==> src/rtl/shift_sequencer.sv <==
// Command sequencer for the 4-bit barrel shifter: splits a shift/rotate of up to
// 2^AMT_W-1 positions into passes of at most 3 bits and returns the final word.
module shift_sequencer #(
    parameter int AMT_W = 4
) (
    input  logic             clk,
    input  logic             reset,
    input  logic             cmd_valid,
    output logic             cmd_ready,
    input  logic             cmd_select,
    input  logic             cmd_direction,
    input  logic [AMT_W-1:0] cmd_amount,
    input  logic [3:0]       cmd_data,
    output logic             bs_select,
    output logic             bs_direction,
    output logic [1:0]       bs_shift_value,
    output logic [3:0]       bs_din,
    input  logic [3:0]       bs_dout,
    output logic             res_valid,
    input  logic             res_ready,
    output logic [3:0]       res_data
);

    typedef enum logic [1:0] {
        IDLE = 2'd0,
        RUN  = 2'd1,
        DONE = 2'd2
    } state_t;

    state_t             state;
    state_t             state_nxt;
    logic [3:0]         work;
    logic [AMT_W-1:0]   remaining;
    logic               sel_q;
    logic               dir_q;

    // Two guard bits keep the step arithmetic correct for any AMT_W, including 1.
    logic [AMT_W+1:0]   rem_x;
    logic [AMT_W+1:0]   rem_left;
    logic [1:0]         step;

    always_comb begin
        rem_x    = {2'b00, remaining};
        step     = (rem_x >= (AMT_W+2)'(3)) ? 2'd3 : rem_x[1:0];
        rem_left = rem_x - (AMT_W+2)'(step);
    end

    // NOTE: every output of the combinational block gets a default first, so no
    // path through the case statement can leave one unassigned and infer a latch.
    always_comb begin
        state_nxt = state;
        case (state)
            IDLE: begin
                if (cmd_valid) begin
                    state_nxt = (cmd_amount != '0) ? RUN : DONE;
                end
            end
            RUN: begin
                if (rem_left == '0) begin
                    state_nxt = DONE;
                end
            end
            DONE: begin
                if (res_ready) begin
                    state_nxt = IDLE;
                end
            end
            default: state_nxt = IDLE;
        endcase
    end

    // NOTE: sequential state uses non-blocking assignments so every register
    // samples the pre-edge values regardless of statement order.
    always_ff @(posedge clk) begin
        if (reset) begin
            state     <= IDLE;
            work      <= '0;
            remaining <= '0;
            sel_q     <= 1'b0;
            dir_q     <= 1'b0;
        end else begin
            state <= state_nxt;
            case (state)
                IDLE: begin
                    if (cmd_valid) begin
                        work      <= cmd_data;
                        remaining <= cmd_amount;
                        sel_q     <= cmd_select;
                        dir_q     <= cmd_direction;
                    end
                end
                RUN: begin
                    work      <= bs_dout;
                    remaining <= rem_left[AMT_W-1:0];
                end
                default: ;
            endcase
        end
    end

    // All outputs come from registered state; bs_dout only feeds back into work.
    assign cmd_ready      = (state == IDLE);
    assign res_valid      = (state == DONE);
    assign res_data       = work;
    assign bs_select      = sel_q;
    assign bs_direction   = dir_q;
    assign bs_din         = work;
    assign bs_shift_value = (state == RUN) ? step : 2'd0;

endmodule

==> config.mk <==
export PLATFORM = sky130hd
export DESIGN_NAME = shift_sequencer
export DESIGN_NICKNAME = d
export VERILOG_FILES = /design/src/rtl/shift_sequencer.sv
export SDC_FILE = /design/constraint.sdc
export NUM_CORES = 1
export LEC_CHECK = 0
export ABC_CLOCK_PERIOD_IN_PS = 3100
export BUFFER_PORTS_ARGS = -buffer_cell sky130_fd_sc_hd__buf_2
export CORE_AREA = 4 4 44 46
export CTS_CLUSTER_DIAMETER = 120
export DETAILED_ROUTE_END_ITERATION = 6
export DIE_AREA = 0 0 48 50
export PLACE_DENSITY = 0.78
export SLEW_MARGIN = 10
export SYNTH_ARGS = -nofsm -noshare
export SYNTH_HDL_FRONTEND = slang
export SYNTH_SLANG_ARGS = --single-unit
export TNS_END_PERCENT = 50
==> constraint.sdc <==
create_clock -name clk -period 3.1 [get_ports clk]
set_clock_uncertainty 0.1 [all_clocks]
set_input_delay 0.31 -clock clk [delete_from_list [all_inputs] [get_ports clk]]
set_output_delay 0.31 -clock clk [all_outputs]
set_load 0.01 [all_outputs]
==> out/metrics.yaml <==
start_kind: "flop"
ios: 32
async_reset_ff_share_pct: 0
synth_cells: 83
finalCriticalPeriod_ns: 1.91
fin_crit_sh_pct: 61.5
path_clk_slew_ns: 0.07
num_antenna_cells: 0
clock-root-buffer: "clkbuf_4"
ys.flop_type: "dfxtp_1"
nFillCells: 155
nNetsFinal: 129
pwr-share-seq_pct: 40.2
layout-drive-gt1-share_pct: 38.9
r2r-start: "remaining[2]$_SDFFE_PP0P_"
synth_area_um2: 709
timing.slew.headroom_pct: 64.6
synthesis.nets: 102
clk_latency_ns: 0.27
post-route-cell-area_um2: 842
final_hold_viol_count: 0
routed_wl_mm: 1.58
grt_pass1_wl_mm: 2.37
ys_warn_count: 0
worst-r2r-setup-slack_ns: 1.19
p_comb_share_pct: 42.7
final-seq-area_um2: 240
reg2reg_to: "state[1]$_SDFFE_PP0P_"
vias_per_cell: 5.27
multiInputGateArea_um2: 400
clock-sinks: 12
final-setup-viol-count: 0
crit_fanout: 7
fin_tns_setup_ns: 0
antenna_found_initial: 0
powerDensity_nw_per_um2: 653
area_delta_synth_final_pct: 18.7
clk_path_buf_depth: 2
cts_max_level: 1
grt_pass1_vias: 560
p_int_mw: 0.339
status: "complete, no violations"
ctsHoldBuffers: 0
vias: 654
p_switching_mw: 0.211
fmax_mhz: 525
worstPathArrival_ns: 1.97
cts_buffers: 3
dr.pass1.iters: 4
ctsResizeCount: 0
reg2reg_depth: 7
cts_setup_buffers: 0
design.core.area_um2: 1510
rows: 14
overflow: 0
chipWidth_um: 48
synth-seq-area-share_pct: 33.9
p_sw_share_pct: 38.4
wl_per_cell_um: 12.7
syn_avg_cell_area_um2: 8.55
min_from: "cmd_select"
whs_endpoint: "bs_select$_SDFFE_PP0P_"
numPortBuffers: 31
p_leak_nw: 0.380
rsz0062_at_grt: "no"
die_h_um: 50
grt_max_degree: 15
synth-edff-count: 0
worstPathRequired_ns: 3.17
grt.total_usage_pct: 13.7
dpl_cell_area_um2: 820
drv_slew: 0
cts_tree: "done"
gp_congestion: 0.785
holdPathStages: 3
dp_hpwl_mm: 1.22
maxCapViolCount: 0
worstSetupEndpointType: "flop"
ys_ff_latch: 12
peakVddDrop_mv: 0.380
start_util_pct: 47.1
tightest_slew_ns: 0.531
min_path_type: "primary input to flop"
drc: 0
synth.distinct_cells: 29
dieArea_um2: 2400
path_class: "flop to flop"
ant_nets: 0
clkPwrFrac_pct: 17.0
dr.first_iter.drc_count: 20
[placed cells by master, fill, tap and decap left out, types with 2 or more instances in the layout]
cell type / synthesis / routed
buf_2: 1 / 31
dfxtp_1: 12 / 12
nor2_1: 11 / 11
a21oi_1: 6 / 6
mux2i_1: 6 / 6
o21ai_0: 5 / 5
a211oi_1: 5 / 5
nand2_1: 4 / 4
nor2b_1: 3 / 3
clkbuf_4: 0 / 3
or2_2: 2 / 2
nor2_2: 2 / 2
o31a_1: 2 / 2
nor3_1: 2 / 2
nand3_1: 2 / 2
[cells in the mapped netlist, types with 2 or more instances]
cell,count,share of area [%]
dfxtp_1,12,34
a21oi_1,6,4.2
nor2b_1,3,2.6
or2_2,2,1.8
o21ai_0,5,3.5
nor3_1,2,1.4
a211oi_1,5,5.3
nand2_1,4,2.1
o31a_1,2,2.5
buf_4,6,6.3
nand3_1,2,1.4
nor2_1,11,5.8
nor2_2,2,1.8
mux2i_1,6,8.5
[per-stage QoR]
step	cells	util, %	hold WS (ns)	power (mW)	worst slack [ns]
floorplan	83	-	0.276	0.413	1.35
global placement	121	54.4	0.343	0.454	1.28
detailed placement	121	54.4	0.348	0.461	1.22
CTS	124	55.9	0.183	0.558	1.20
global route	124	55.9	0.181	0.597	1.08
finish	124	55.9	0.186	0.550	1.19
[state kept, by name (all words and copies together) (netlist names)]
name          cells
bs_din            4
remaining         4
state             2
bs_direction      1
bs_select         1
[per-layer routing]
layer	vias to the layer above	global-route usage, %	wire [um]
met5	-	0	0
met4	0	4.04	18
met3	4	6.55	97
met2	17	22.0	774
met1	287	15.3	688
li1	346	-	-
[kinds of logic after synthesis]
kind of cell    share of synthesized area [%]
compound gates                           24.2
fa+ha+maj                                1.76
buf+inv                                  9.70
flops                                    33.9
mux                                      8.47
simple gates                             22.0
[worst max-delay path by stage]
stage	from	to	slack [ns]	cells past startpoint
finish	remaining[2]$_SDFFE_PP0P_	state[1]$_SDFFE_PP0P_	1.19	7
global route	remaining[2]$_SDFFE_PP0P_	state[0]$_SDFFE_PP0P_	1.08	7
CTS	remaining[2]$_SDFFE_PP0P_	state[1]$_SDFFE_PP0P_	1.20	7
detailed placement	remaining[2]$_SDFFE_PP0P_	state[1]$_SDFFE_PP0P_	1.22	7
global placement	remaining[2]$_SDFFE_PP0P_	state[1]$_SDFFE_PP0P_	1.28	7
floorplan	remaining[2]$_SDFFE_PP0P_	state[1]$_SDFFE_PP0P_	1.35	7
[cell type report]
class / count / area share (%)
repair buffers: 31 / 18.4
well taps: 16 / 2.38
multi-input cells: 61 / 47.5
inverters: 1 / 0.446
flip-flops and latches: 12 / 28.5
clock buffers: 3 / 2.67
[critical path, cell delays in order (launching register included)]
cell	delay [ns]
dfxtp_1	0.43
nor2_1	0.10
or2_2	0.28
ha_1	0.20
nor2b_1	0.14
a22oi_1	0.21
o21ai_0	0.11
a32o_1	0.24
[power by group through the flow]
stage          combinational, mW  clock [mW]  sequential, mW
2_1_floorplan              0.199           0           0.214
3_3_place_gp               0.232           0           0.222
3_5_place_dp               0.237           0           0.225
4_1_cts                    0.238      0.0986           0.221
5_1_grt                    0.261       0.108           0.228
6_report                   0.235      0.0937           0.221
No activity file was read; power rests on OpenSTA's default activity.
